==> src/rtl/seven_seg_pkg.sv <==
// Shared constants for the 7-segment encoder/decoder pair.
// Segment patterns are active-low, bit order abc_defg (bit6=a ... bit0=g).
package seven_seg_pkg;

  localparam logic [6:0] BLANK = 7'b111_1111;
  localparam logic [6:0] ZERO  = 7'b000_0001;
  localparam logic [6:0] ONE   = 7'b100_1111;
  localparam logic [6:0] TWO   = 7'b001_0010;
  localparam logic [6:0] THREE = 7'b000_0110;
  localparam logic [6:0] FOUR  = 7'b100_1100;
  localparam logic [6:0] FIVE  = 7'b010_0100;
  localparam logic [6:0] SIX   = 7'b010_0000;
  localparam logic [6:0] SEVEN = 7'b000_1111;
  localparam logic [6:0] EIGHT = 7'b000_0000;
  localparam logic [6:0] NINE  = 7'b000_0100;

  // Nibble codes reported for non-digit patterns.
  localparam logic [3:0] NIB_BLANK = 4'hF;
  localparam logic [3:0] NIB_ERR   = 4'hE;

  // Run counter width; the counter saturates and never wraps.
  localparam int CNT_W = 8;

  // Frame assembly states.
  typedef enum logic {
    COLLECT = 1'b0,
    EMIT    = 1'b1
  } cap_state_e;

endpackage

==> src/rtl/seven_seg_pattern_dec.sv <==
// Combinational decode of one active-low segment pattern into a BCD nibble,
// plus blank/error flags for patterns that are not a digit.
module seven_seg_pattern_dec
  import seven_seg_pkg::*;
(
  input  logic [6:0] seg_i,
  output logic [3:0] nibble_o,
  output logic       blank_o,
  output logic       err_o
);

  // Pattern lookup; anything unrecognised is flagged as an error.
  always_comb begin
    nibble_o = NIB_ERR;
    blank_o  = 1'b0;
    err_o    = 1'b0;
    case (seg_i)
      ZERO:    nibble_o = 4'd0;
      ONE:     nibble_o = 4'd1;
      TWO:     nibble_o = 4'd2;
      THREE:   nibble_o = 4'd3;
      FOUR:    nibble_o = 4'd4;
      FIVE:    nibble_o = 4'd5;
      SIX:     nibble_o = 4'd6;
      SEVEN:   nibble_o = 4'd7;
      EIGHT:   nibble_o = 4'd8;
      NINE:    nibble_o = 4'd9;
      BLANK: begin
        nibble_o = NIB_BLANK;
        blank_o  = 1'b1;
      end
      default: begin
        nibble_o = NIB_ERR;
        err_o    = 1'b1;
      end
    endcase
  end

endmodule

==> src/rtl/seven_seg_dec_capture.sv <==
// Reader for a 4-digit multiplexed 7-segment bus. Each {An,Seg} pattern must
// be stable for STABLE_CYCLES samples before it is captured into its digit
// slot; once all digits are seen the frame is emitted with a one-cycle Valid.
module seven_seg_dec_capture
  import seven_seg_pkg::*;
#(
  parameter int STABLE_CYCLES = 8,
  parameter int DIGITS        = 4
) (
  input  logic                  clk,
  input  logic                  rst,
  input  logic [6:0]            Seg,
  input  logic [DIGITS-1:0]     An,
  output logic [4*DIGITS-1:0]   Value,
  output logic                  Valid,
  output logic [DIGITS-1:0]     DigBlank,
  output logic [DIGITS-1:0]     DigErr
);

  localparam int               IDX_W      = $clog2(DIGITS);
  localparam logic [CNT_W-1:0] STABLE_MAX = CNT_W'(STABLE_CYCLES);
  localparam logic [CNT_W-1:0] STABLE_M1  = CNT_W'(STABLE_CYCLES - 1);

  logic [6:0]            s_seg_q;
  logic [DIGITS-1:0]     s_an_q;
  logic [DIGITS+6:0]     prev_q;
  logic [CNT_W-1:0]      cnt_q, cnt_d;
  logic [DIGITS-1:0]     mask_q, mask_d;
  cap_state_e            state_q, state_d;
  logic [3:0]            slot_nib_q [DIGITS];
  logic [DIGITS-1:0]     slot_blank_q, slot_err_q;
  logic [4*DIGITS-1:0]   value_q, value_d;
  logic [DIGITS-1:0]     blank_q, blank_d, err_q, err_d;
  logic                  valid_q, valid_d;

  logic                  same;
  logic                  one_low;
  logic                  capture;
  logic [IDX_W-1:0]      cap_idx;
  logic [DIGITS-1:0]     cap_bit;
  logic [DIGITS-1:0]     an_act;
  logic [3:0]            dec_nib;
  logic                  dec_blank, dec_err;

  seven_seg_pattern_dec u_dec (
    .seg_i    (s_seg_q),
    .nibble_o (dec_nib),
    .blank_o  (dec_blank),
    .err_o    (dec_err)
  );

  // Stability tracking and capture qualification on the registered sample.
  always_comb begin
    same    = ({s_an_q, s_seg_q} == prev_q);
    an_act  = ~s_an_q;
    one_low = (an_act != '0) && ((an_act & (an_act - 1'b1)) == '0);
    cap_idx = '0;
    for (int i = 0; i < DIGITS; i++) begin
      if (!s_an_q[i]) cap_idx = IDX_W'(i);
    end
    if (!same)                   cnt_d = CNT_W'(1);
    else if (cnt_q == STABLE_MAX) cnt_d = cnt_q;
    else                         cnt_d = cnt_q + 1'b1;
    // Only the transition into STABLE_MAX fires, so a run captures once.
    capture = same && (cnt_q == STABLE_M1) && one_low;
    cap_bit = capture ? (DIGITS'(1) << cap_idx) : '0;
  end

  // Frame FSM: collect digits, then emit the assembled frame for one cycle.
  always_comb begin
    state_d = state_q;
    mask_d  = mask_q;
    valid_d = 1'b0;
    value_d = value_q;
    blank_d = blank_q;
    err_d   = err_q;
    case (state_q)
      COLLECT: begin
        mask_d = mask_q | cap_bit;
        if (mask_d == '1) state_d = EMIT;
      end
      EMIT: begin
        // A capture landing here starts the next frame instead of being lost.
        mask_d  = cap_bit;
        valid_d = 1'b1;
        for (int i = 0; i < DIGITS; i++) value_d[4*i +: 4] = slot_nib_q[i];
        blank_d = slot_blank_q;
        err_d   = slot_err_q;
        state_d = COLLECT;
      end
      default: state_d = COLLECT;
    endcase
  end

  // Input sampling, run counter, digit slots and output registers.
  always_ff @(posedge clk) begin
    if (rst) begin
      s_seg_q      <= BLANK;
      s_an_q       <= '1;
      prev_q       <= {{DIGITS{1'b1}}, BLANK};
      cnt_q        <= '0;
      mask_q       <= '0;
      state_q      <= COLLECT;
      slot_blank_q <= '0;
      slot_err_q   <= '0;
      for (int i = 0; i < DIGITS; i++) slot_nib_q[i] <= '0;
      value_q      <= '0;
      blank_q      <= '0;
      err_q        <= '0;
      valid_q      <= 1'b0;
    end else begin
      s_seg_q <= Seg;
      s_an_q  <= An;
      prev_q  <= {s_an_q, s_seg_q};
      cnt_q   <= cnt_d;
      mask_q  <= mask_d;
      state_q <= state_d;
      if (capture) begin
        slot_nib_q[cap_idx]   <= dec_nib;
        slot_blank_q[cap_idx] <= dec_blank;
        slot_err_q[cap_idx]   <= dec_err;
      end
      value_q <= value_d;
      blank_q <= blank_d;
      err_q   <= err_d;
      valid_q <= valid_d;
    end
  end

  assign Value    = value_q;
  assign Valid    = valid_q;
  assign DigBlank = blank_q;
  assign DigErr   = err_q;

endmodule

==> config.mk <==
export PLATFORM = sky130hd
export DESIGN_NAME = seven_seg_dec_capture
export DESIGN_NICKNAME = d
export VERILOG_FILES = /design/src/rtl/seven_seg_pkg.sv /design/src/rtl/seven_seg_pattern_dec.sv /design/src/rtl/seven_seg_dec_capture.sv
export SDC_FILE = /design/constraint.sdc
export NUM_CORES = 1
export LEC_CHECK = 0
export ABC_AREA = 0
export ABC_CLOCK_PERIOD_IN_PS = 2800
export CAP_MARGIN = 20
export CORE_MARGIN = 5
export CORE_UTILIZATION = 56
export DETAILED_ROUTE_END_ITERATION = 8
export GPL_TIMING_DRIVEN = 1
export PLACE_DENSITY = 0.79
export SLEW_MARGIN = 25
export SYNTH_ARGS = -nofsm -noshare
export SYNTH_HDL_FRONTEND = slang
export SYNTH_SLANG_ARGS = --single-unit
==> constraint.sdc <==
create_clock -name clk -period 2.8 [get_ports clk]
set_clock_uncertainty 0.05 [all_clocks]
set_input_delay 0.56 -clock clk [delete_from_list [all_inputs] [get_ports clk]]
set_output_delay 0.56 -clock clk [all_outputs]
set_load 0.005 [all_outputs]
## Yosys cells after proc, flatten, opt, wreduce, memory -nomap -nowiden

Memories as Yosys holds them, arrays and structs flattened. A register that Yosys moved wholly into a read port is not among the register bits.
Cells that the tools add are included.

- Memories: 1
- Memory bits (writable): 16
- Logic and storage cells: 73
- Output and inout bits: 25
- Input port bits: 13
- Register bits: 52

Memories:

| memory | words | bits a word | rd ports | clocked after Yosys merged registers in | write ports | RTL line | source |
|---|---|---|---|---|---|---|---|
| slot_nib_q | 4 | 4 | 4 | 4 | 4 | seven_seg_dec_capture.sv:30 | `logic [3:0] slot_nib_q [DIGITS];` |

- Eq/ne operators: 15
- Add/sub/neg operators: 2
- Shifts and indexed selects: 1
- Magnitude comparators: 2
- Bitwise gates (word level): 5
- Muxes and demuxes: 25
- Reductions and logical operators: 10

Operators by type and width:

| kind | count |
|---|---|
| $pmux 4 s11 | 1 |
| $eq 7x7->1 const B | 3 |
| $eq 7x3->1 const B | 2 |
| $eq 7x6->1 const B | 2 |
| $mux 1 | 14 |
| $eq 11x11->1 | 1 |
| $reduce_or 11->1 | 1 |
| $add 8x1->8 const B | 1 |
| $bwmux 4 | 2 |
| $eq 8x3->1 const B | 1 |
| $eq 8x4->1 const B | 1 |
| $mux 4 | 2 |
| $pmux 4 s2 | 1 |
| $eq 7x1->1 const B | 1 |
| $eq 7x4->1 const B | 1 |
| $eq 7x5->1 const B | 1 |
| $logic_not 7->1 | 1 |
| $mux 2 | 3 |
| $and 4x4->4 | 1 |
| $eq 4x4->1 const B | 1 |
| $logic_and 1x1->1 | 4 |
| $logic_not 4->1 | 1 |
| $not 4->4 | 1 |
| $or 4x4->4 | 1 |
| other kinds (11) | 12 |

## Logic depth before layout (Yosys ltp)

Gate-level depths: netlist of the first run.

- Depth after elaboration: 11
- Depth in mapped cells: 7
- Mapped depth without buffers: 6

## Modules after synthesis

A second synthesis of the first run with hierarchy kept.

- Cells, all modules: 338
- Area, all modules: 3548.4 um^2

By module, submodules not included:

| module | area an instance (um^2) | cells each | seq. area each (um^2) | times used |
|---|---|---|---|---|
| seven_seg_dec_capture | 3233.1 | 294 | 1841.8 | 1 |
| seven_seg_pattern_dec | 315.3 | 44 | 0.0 | 1 |

## Worst setup path before layout of the first run

Ideal clock, no wire load.

- Path type: reg2reg
- From: register s_seg_q[2]
- To: memory slot_nib_q[0][1], data pin
- Library setup time: 266 ps
- Path buffers: 1
- Clock period less this slack: 2156 ps
- Path slack: 644 ps
- Cell stages (with the launch flop): 7
- Arrival time: 1840 ps
- Data required time: 2484 ps
- Path through: dfxtp_1 -> buf_6 -> or4_4 -> a2111oi_4 -> nor3_2 -> a221oi_4 -> nor3_1

RTL lines:

| what | RTL line | source |
|---|---|---|
| start: declaration | seven_seg_dec_capture.sv:24 | `logic [6:0] s_seg_q;` |
| start signal: assignment | seven_seg_dec_capture.sv:112 | `s_seg_q <= Seg;` |
| end: declaration | seven_seg_dec_capture.sv:30 |  |

==> impl_metrics.toml, run 1 <==
[synthesis]
ys_ff_latch = 84
net_count_synth = 357
post_synth_num_cell_types = 51
post_synth_mux_area_share = 0.0699
synth-edff-count = 16
synth_largest_type_area_fraction = 0.380
fraction_of_the_mapped_netlist_area_in_compound_gates = 0.0936
post_synth_inst_count = 342
synth-async-reset-ratio = 0
synth.yosys.warnings = 0
most_common_cell_in_the_netlist = "sky130_fd_sc_hd__dfxtp_1"
mappedNetlistArea_um2 = 3580
yosys.area_share.simple = 0.215
post_synthesis_average_cell_area_um2 = 10.5
seq_area_frac_synth = 0.514
synth-xor-area-share = 0.0489
synthTopCellsByArea = "sky130_fd_sc_hd__dfxtp_1 38%, sky130_fd_sc_hd__edfxtp_1 13%, sky130_fd_sc_hd__mux2i_1 7.0%"
synthTopCellsByCount = "68 x sky130_fd_sc_hd__dfxtp_1, 43 x sky130_fd_sc_hd__nor2_1, 25 x sky130_fd_sc_hd__mux2i_1"
synth-main-ff-cell = "sky130_fd_sc_hd__dfxtp_1"
synth_largest_area_cell = "sky130_fd_sc_hd__dfxtp_1"
synth_adder_area_share = 0.00699
synth_top_family_by_area = "simple AND/OR/NAND/NOR gates"

[detailed_routing]
antenna_left = 0
routed-via-count = 2539
via_density_per_instance = 5.60
postRouteWirelength_um = 6850
wl_per_cell_um = 15.1
detail_route.iter0.violations = 132
drtPass1Iterations = 4
remaining_drc_errors = 0

[clock_network]
max_root_sink_buffers = 2
cts_tree = "done"
cts_max_level = 3
number_of_resized_instances_in_the_post_cts_repair_step = 0
post-cts-setup-buffer-count = 0
cts_root_buf = "sky130_fd_sc_hd__clkbuf_8"
post_cts_clock_slew_at_the_launch_and_capture_registers_of_the_worst_setup_and_hold_paths_ps = 90
clk_latency_ps = 370
number_of_clock_buffers_inserted_by_tritoncts = 9
clock_sink_count = 84
postCtsHoldBufs = 0

[sta]
max_slew.worst_pin.slew_ps = 601
relSlewSlack = 0.599
maxClockFrequency_ghz = 0.405
slew_violations = 0
setup_viol_count_final = 0
grt_setup_unrepaired = "false"
layout_min_cycle_time_ps = 2470
finalHoldWorstSlack_ps = 438
finalSetupTns_ps = 0
period_share = 0.881
timing_hold_violations_final = 0

[floorplanning]
core-area_um2 = 6280
initial_utilization = 0.571
rows = 29
die_area_um2 = 8100
dieWidth_um = 90.0
chipHeight_um = 90.0
top_level_ports = 38

[setup_path]
critical-path-max-stage-delay_ps = 590
largest_delay_share_family_worst_path = "compound AO/OA/AOI/OAI gates"
criticalPathCategory = "reg -> reg"
critical_path_buf_inv_count = 0
critical_path_required_ps = 2860
worst_ep_arrival_time_ps = 2530
worstRegToRegCells = 5
critical_path.slowest_cell = "sky130_fd_sc_hd__dfxtp_1"
timing.critical_path.cells = "or3b_1 -> a2111oi_4 -> nor3_2 -> a221oi_4 -> nor3_1"
worstSetupPathDepth = 5
critPathLaunchType = "flip-flop"
timing.critical_path.fanout_max = 12
end_kind = "flip-flop"

[grt]
largest_net_degree_at_the_start_of_global_routing = 37
first_global_vias = 2372
global_router_s_overall_resource_usage = 0.173
grt_pass1_wl_um = 11300
grt_overflow = 0
antenna_found_initial = 0

[cells_and_area]
fin_cells = 453
area_of_the_multi_input_gates_um2 = 1560
finalNetCount = 386
fillers = 506
n_antenna_cell = 0
layout-area-overhead-vs-synth_pct = 16.7
drive_above_1_share = 0.165
final-seq-area_um2 = 1840

[power_and_ir_drop]
leakage_power_of_the_design_nw = 1.49
vdd.ir_drop.worst_v = 0.000377
p_per_area_nw_per_um2 = 589

[worst_hold_path]
worst_hold_path_type = "reg -> reg"
worst_hold_path.num_cells = 2

[place]
place.port_buffers = 37
globalplace.congestion = 0.829
place_hpwl_um = 4570
dpl.cell_count = 437

[run_status]
run_status = "complete, no violations"

[flow_run]
maxCapViolCount = 0
## layer usage
| metal | global-route usage | wire, um |
|---|---|---|
| met3 | 0.0518 | 401 |
| met2 | 0.261 | 3190 |
| met1 | 0.214 | 3030 |
| met4 | 0.108 | 231 |
| met5 | 0 | 0 |
## flip-flops by register name, summed over array words and instances (netlist names)
register,cells
DigErr,4
cnt_q,8
s_an_q,4
DigBlank,4
slot_blank_q,4
mask_q,4
slot_nib_q,16
prev_q,11
slot_err_q,4
state_q,1
s_seg_q,7
Value,16
Valid,1
## final timing paths
kind	slack, ps	start	end
setup / recovery	330	s_seg_q[5]	slot_nib_q[2][1]
hold / removal	440	slot_nib_q[3][1]	Value[13]
setup reg to reg	330	s_seg_q[5]	slot_nib_q[2][1]
hold reg to reg	440	slot_nib_q[3][1]	Value[13]
## per-stage QoR
step / power, W / cell area [um2] / util / setup WS, ps
4_1_cts: 0.00247 / 4180 / 0.666 / 355
6_report: 0.00246 / 4180 / 0.666 / 332
2_1_floorplan: 0.00140 / 3580 / - / 644
5_1_grt: 0.00254 / 4180 / 0.666 / 220
3_3_place_gp: 0.00143 / 3930 / 0.626 / 462
3_5_place_dp: 0.00143 / 3930 / 0.626 / 369
## layout make-up
type                       instances  area share
sequential                        84       0.441
multi-input combinational        225       0.372
timing repair buffer              42      0.0964
clock buffer                      10      0.0329
clock inverter                     6      0.0266
tap                               77      0.0230
inverter                           9     0.00808
## worst min-delay path, cell delays in order, from the launching register on
cell,delay (ps)
sky130_fd_sc_hd__edfxtp_1,330
sky130_fd_sc_hd__mux2i_1,60
sky130_fd_sc_hd__nor2_1,70
## power by group
part / leakage, nW / internal (W) / switching, W / total, W
Sequential: 0.719 / 0.00125 / 0.0000310 / 0.00128
Clock: 0.122 / 0.000616 / 0.000440 / 0.00106
Combinational: 0.646 / 0.0000565 / 0.0000653 / 0.000122
Total: 1.49 / 0.00192 / 0.000536 / 0.00246
## cell usage in the layout, fill, tap and decap left out, types with 3 or more instances in the layout
cell type,count
sky130_fd_sc_hd__nand2b_1,7
sky130_fd_sc_hd__nand3_1,10
sky130_fd_sc_hd__nand4_1,11
sky130_fd_sc_hd__or2_2,22
sky130_fd_sc_hd__nor3_1,11
sky130_fd_sc_hd__dfxtp_1,68
sky130_fd_sc_hd__nor2_1,43
sky130_fd_sc_hd__inv_1,9
sky130_fd_sc_hd__buf_4,5
sky130_fd_sc_hd__bufinv_16,3
sky130_fd_sc_hd__a21bo_2,3
sky130_fd_sc_hd__clkbuf_8,10
sky130_fd_sc_hd__o21ba_2,5
sky130_fd_sc_hd__xor2_1,4
sky130_fd_sc_hd__clkdlybuf4s50_1,36
sky130_fd_sc_hd__a21boi_0,4
sky130_fd_sc_hd__a21oi_1,11
sky130_fd_sc_hd__and3_1,6
sky130_fd_sc_hd__o21ai_0,4
sky130_fd_sc_hd__nand2_1,9
sky130_fd_sc_hd__mux2i_1,25
sky130_fd_sc_hd__edfxtp_1,16
sky130_fd_sc_hd__and4b_1,3
sky130_fd_sc_hd__xnor2_1,16
## kinds of logic (layout without fill, tap and decap cells)
group | count (synthesis) | in the layout
AND/OR/NAND/NOR | 140 | 140
flip-flops | 84 | 84
AO/OA/AOI/OAI | 38 | 38
buffers and inverters | 33 | 67
multiplexers | 25 | 25
XOR/XNOR | 20 | 20
adder cells (fa/ha/maj) | 2 | 2
No activity file was read; power rests on OpenSTA's default activity.
==> inputs of run 2 (changes only) <==
ABC_CLOCK_PERIOD_IN_PS = default   (was 2800)
CORE_UTILIZATION = 60   (was 56)
PLACE_DENSITY = 0.84   (was 0.79)
clock period = 3.17 ns   (was 2.8 ns; I/O delays follow)
==> run 2 against run 1 <==
Hold slack is essentially flat. Combinational power down 13%. Clock-buffer cell count up 2. Sequential share of layout area rose by 0.24 points. Final area down 0.54%. Power is 14% lower. Worst setup slack better by 430 ps. Sequential cell count is the same. Register-to-register slack improved by 430 ps. Clock power is 18% lower. Via count is 0.75% lower. Critical endpoint is now slot_nib_q[0][1].
==> impl_metrics.toml, run 2 (synthesis results as in run 1) <==
[run_status]
run_status = "complete, no violations"

[setup_path]
crit_reg_reg_startpoint = "s_seg_q[5]"
worstSetupStartpoint = "s_seg_q[5]"
critical_path.slowest_cell = "sky130_fd_sc_hd__dfxtp_1"
timing.critical_path.fanout_max = 12
worst_ep_arrival_time_ps = 2450
critical-path-max-stage-delay_ps = 570
criticalPathCategory = "reg -> reg"
largest_delay_share_family_worst_path = "compound AO/OA/AOI/OAI gates"
critical_path_required_ps = 3220
end_kind = "flip-flop"
critPathLaunchType = "flip-flop"
critical_path_buf_inv_count = 0
timing.critical_path.cells = "or3b_1 -> a2111oi_4 -> nor3_2 -> a221oi_4 -> nor3_1"

[cells_and_area]
n_antenna_cell = 0
leading_cell_type_in_the_layout_fill_and_taps_excluded = "sky130_fd_sc_hd__dfxtp_1"
fin_util = 0.711
final_cell_mix = "68 x sky130_fd_sc_hd__dfxtp_1, 43 x sky130_fd_sc_hd__nor2_1, 36 x sky130_fd_sc_hd__clkdlybuf4s50_1, 25 x sky130_fd_sc_hd__mux2i_1, 22 x sky130_fd_sc_hd__or2_2"
layout-area-overhead-vs-synth_pct = 16.1
finalNetCount = 385
fillers = 426
drive_above_1_share = 0.160

[clock_network]
clock_sink_count = 84
number_of_clock_buffers_inserted_by_tritoncts = 9
number_of_resized_instances_in_the_post_cts_repair_step = 0
post-cts-setup-buffer-count = 0
cts_max_level = 3
max_root_sink_buffers = 2
cts_tree = "done"
post_cts_clock_slew_at_the_launch_and_capture_registers_of_the_worst_setup_and_hold_paths_ps = 80
clk_latency_ps = 350
postCtsHoldBufs = 0
cts_root_buf = "sky130_fd_sc_hd__clkbuf_8"

[grt]
grt_overflow = 0
largest_net_degree_at_the_start_of_global_routing = 65
first_global_vias = 2477
grt_pass1_wl_um = 11200
global_router_s_overall_resource_usage = 0.187
antenna_found_initial = 0

[floorplanning]
top_level_ports = 38
core-area_um2 = 5850
rows = 28
initial_utilization = 0.612
die_area_um2 = 7620
dieWidth_um = 87.3
chipHeight_um = 87.3

[detailed_routing]
via_density_per_instance = 5.60
remaining_drc_errors = 0
routed-via-count = 2520
postRouteWirelength_um = 6480
drtPass1Iterations = 4
wl_per_cell_um = 14.4
antenna_left = 0
detail_route.iter0.violations = 136

[place]
place.port_buffers = 37
globalplace.congestion = 0.805
place_hpwl_um = 4430

[sta]
grt_setup_unrepaired = "false"
layout_min_cycle_time_ps = 2410
setup_viol_count_final = 0
maxClockFrequency_ghz = 0.416
finalSetupTns_ps = 0
period_share = 0.759
timing_hold_violations_final = 0
max_slew.worst_pin.slew_ps = 702
slew_violations = 0
relSlewSlack = 0.529
finalHoldWorstSlack_ps = 438

[power_and_ir_drop]
vdd.ir_drop.worst_v = 0.000415
p_per_area_nw_per_um2 = 508
finalPower_w = 0.00211
leakage_power_of_the_design_nw = 1.48

[flow_run]
maxCapViolCount = 0

[worst_hold_path]
min-delay-start = "slot_nib_q[3][3]"
worst_hold_path_type = "reg -> reg"
-- run 2: stage by stage --
stage	area (um2)	cells	setup slack, ps
after floorplan	3580	342	1010
final	4160	450	765
after global routing	4160	450	595
after CTS	4160	450	782
after detailed placement	3920	434	805
after global placement	3920	434	825
-- run 2: worst min-delay path: stages, from the launching register on --
cell and delay (ps):
sky130_fd_sc_hd__edfxtp_1 320, sky130_fd_sc_hd__mux2i_1 60, sky130_fd_sc_hd__nor2_1 70
-- run 2: area by class of cell --
type	count	area, um2	area share
Sequential cell	84	1840	0.443
Multi-Input combinational cell	225	1560	0.374
Timing Repair Buffer	41	395	0.0951
Clock buffer	12	166	0.0400
Tap cell	75	93.8	0.0226
Clock inverter	4	70.1	0.0169
Inverter	9	33.8	0.00813
-- run 2: per-layer routing --
layer	GRT usage	vias to the layer above	part of all wire	wire [um]
met5	0	-	0	0
met4	0.0962	0	0.031	204
met3	0.0454	19	0.048	314
met2	0.312	65	0.49	3150
met1	0.223	1205	0.43	2810
li1	-	1231	-	-
-- run 2: power breakdown --
group	internal (W)	switching, W	total, W
Sequential	0.00111	0.0000268	0.00113
Combinational	0.0000493	0.0000563	0.000106
Clock	0.000511	0.000363	0.000873
Total	0.00167	0.000446	0.00211
-- run 2: path summary, 6_finish.rpt --
kind | slack (ps) | depth (start not counted) | to
hold / removal | 440 | 2 | Value[15]
setup / recovery | 760 | 5 | slot_nib_q[0][1]
hold reg to reg | 440 | 2 | Value[15]
setup reg to reg | 760 | 5 | slot_nib_q[0][1]
==> inputs of run 3 (changes only) <==
CORE_UTILIZATION = 50   (was 60)
PLACE_DENSITY = 0.75   (was 0.84)
clock period = 2.05 ns   (was 3.17 ns; I/O delays follow)
==> run 3 against run 2 <==
The run now ends with negative setup slack left. Die area is 18% higher. Hold slack better by 2.2 ps. Clock power is 31% higher. Non-clock buffer count is 26 higher. Critical path depth stayed put. Via count is 0.75% higher. Cell count is 10% higher. Critical endpoint unchanged.
==> impl_metrics.toml, run 3 (synthesis results as in run 1) <==
[run_status]
run_status = "finished, violations left"
violations_in_the_final_reports = "negative setup slack"

[clock_network]
number_of_clock_buffers_inserted_by_tritoncts = 9
post_cts_clock_slew_at_the_launch_and_capture_registers_of_the_worst_setup_and_hold_paths_ps = 80
cts_max_level = 3
post-cts-setup-buffer-count = 0
clk_latency_ps = 350
cts_tree = "done"
max_root_sink_buffers = 2
postCtsHoldBufs = 0
cts_root_buf = "sky130_fd_sc_hd__clkbuf_8"
clock_sink_count = 84

[sta]
postLayoutSetupSlackWorst_ps = -46.7
slew_violations = 0
relSlewSlack = 0.711
finalSetupTns_ps = -161
max_slew.worst_pin.slew_ps = 433
grt_setup_unrepaired = "true"
setup_viol_count_final = 7
timing_hold_violations_final = 0
period_share = 1.02
maxClockFrequency_ghz = 0.477
layout_min_cycle_time_ps = 2100

[setup_path]
worstSetupStartpoint = "s_seg_q[1]"
worst_ep_arrival_time_ps = 2150
critPathLaunchType = "flip-flop"
criticalPathCategory = "reg -> reg"
timing.reg2reg.setup_slack_ps = -50
end_kind = "flip-flop"
crit_reg_reg_startpoint = "s_seg_q[1]"
worstReg2RegEnd = "slot_nib_q[0][1]"
critical_path_required_ps = 2100
worstRegToRegCells = 5
timing.critical_path.fanout_max = 4

[power_and_ir_drop]
leakage_power_of_the_design_nw = 1.62
p_per_area_nw_per_um2 = 698
vdd.ir_drop.worst_v = 0.000593

[floorplanning]
dieWidth_um = 94.6
die_area_um2 = 8960
top_level_ports = 38
chipHeight_um = 94.6
rows = 30
initial_utilization = 0.521
core-area_um2 = 6870

[detailed_routing]
drtPass1Iterations = 4
met3RoutedLength_um = 310
postRouteWirelength_um = 6700
wl_per_cell_um = 13.5
antenna_left = 0
met1_length_um = 3120
highest_layer = "met4"
detail_route.iter0.violations = 96
routed-via-count = 2539
via_density_per_instance = 5.11
met2_wirelength_um = 3200
remaining_drc_errors = 0

[place]
placement.cell_area_um2 = 4150
place_hpwl_um = 4610
globalplace.congestion = 0.793
place.port_buffers = 37

[grt]
largest_net_degree_at_the_start_of_global_routing = 35
antenna_found_initial = 0
global_router_s_overall_resource_usage = 0.158
grt_pass1_wl_um = 11100
grt_overflow = 0
first_global_vias = 2335

[cells_and_area]
leading_cell_type_in_the_layout_fill_and_taps_excluded = "sky130_fd_sc_hd__dfxtp_1"
layout-area-overhead-vs-synth_pct = 23.7
final_design_area_no_fill_um2 = 4430
n_antenna_cell = 0
final_cell_mix = "63 x sky130_fd_sc_hd__dfxtp_1, 43 x sky130_fd_sc_hd__nor2_1, 36 x sky130_fd_sc_hd__clkdlybuf4s50_1, 29 x sky130_fd_sc_hd__buf_4, 25 x sky130_fd_sc_hd__mux2i_1"
drive_above_1_share = 0.252
fillers = 543
finalNetCount = 411
fin_util = 0.645

[flow_run]
maxCapViolCount = 0

[worst_hold_path]
worst_hold_path_type = "reg -> reg"
min-delay-start = "slot_nib_q[0][0]"
worst_hold_path.num_cells = 2
whs_endpoint = "Value[0]"
[run 3: worst max path at each step]
stage,endpoint,cells after the start
after floorplan,slot_nib_q[0][1],6
after global placement,slot_nib_q[2][1],5
after detailed placement,slot_nib_q[1][1],5
after CTS,slot_nib_q[0][1],5
after global routing,slot_nib_q[0][1],5
final,slot_nib_q[0][1],5
[run 3: per-layer routing]
layer  track usage  up-vias
met5             0        -
met4        0.0553        0
met3        0.0414        6
met2         0.247       61
met1         0.210     1180
li1              -     1292
[run 3: repair_timing]
action	4_1_cts	5_1_grt
resized for setup	1	19
setup endpoints to repair	11	41
pin swaps	2	2
[run 3: cell type report]
class / instances / area [um2] / area share
Inverter: 9 / 33.8 / 0.00762
Timing Repair Buffer: 67 / 594 / 0.134
Tap cell: 96 / 120 / 0.0271
Clock inverter: 7 / 67.6 / 0.0152
Clock buffer: 9 / 124 / 0.0280
Multi-Input combinational cell: 225 / 1640 / 0.370
Sequential cell: 84 / 1850 / 0.418
[run 3: power by group]
part / internal (W) / switching (W)
clock network: 0.000556 / 0.000583
registers: 0.00171 / 0.0000257
logic: 0.000104 / 0.000114
total: 0.00237 / 0.000723
[run 3: worst max-delay path, cell delays in order (launching register included)]
cell and delay, ps:
sky130_fd_sc_hd__dfxtp_1 310, sky130_fd_sc_hd__or4_4 540, sky130_fd_sc_hd__a2111oi_4 410, sky130_fd_sc_hd__nor3_4 70
sky130_fd_sc_hd__a221oi_4 360, sky130_fd_sc_hd__nor3_1 80
[run 3: per-stage QoR]
stage,power [W],hold slack (ps),worst slack (ps),std cells
3_3_place_gp,0.00198,412,-17.9,481
6_report,0.00309,440,-46.7,497
2_1_floorplan,0.00192,382,-38.3,342
5_1_grt,0.00323,454,-112,497
4_1_cts,0.00311,407,-38.1,497
3_5_place_dp,0.00198,427,-37.2,481
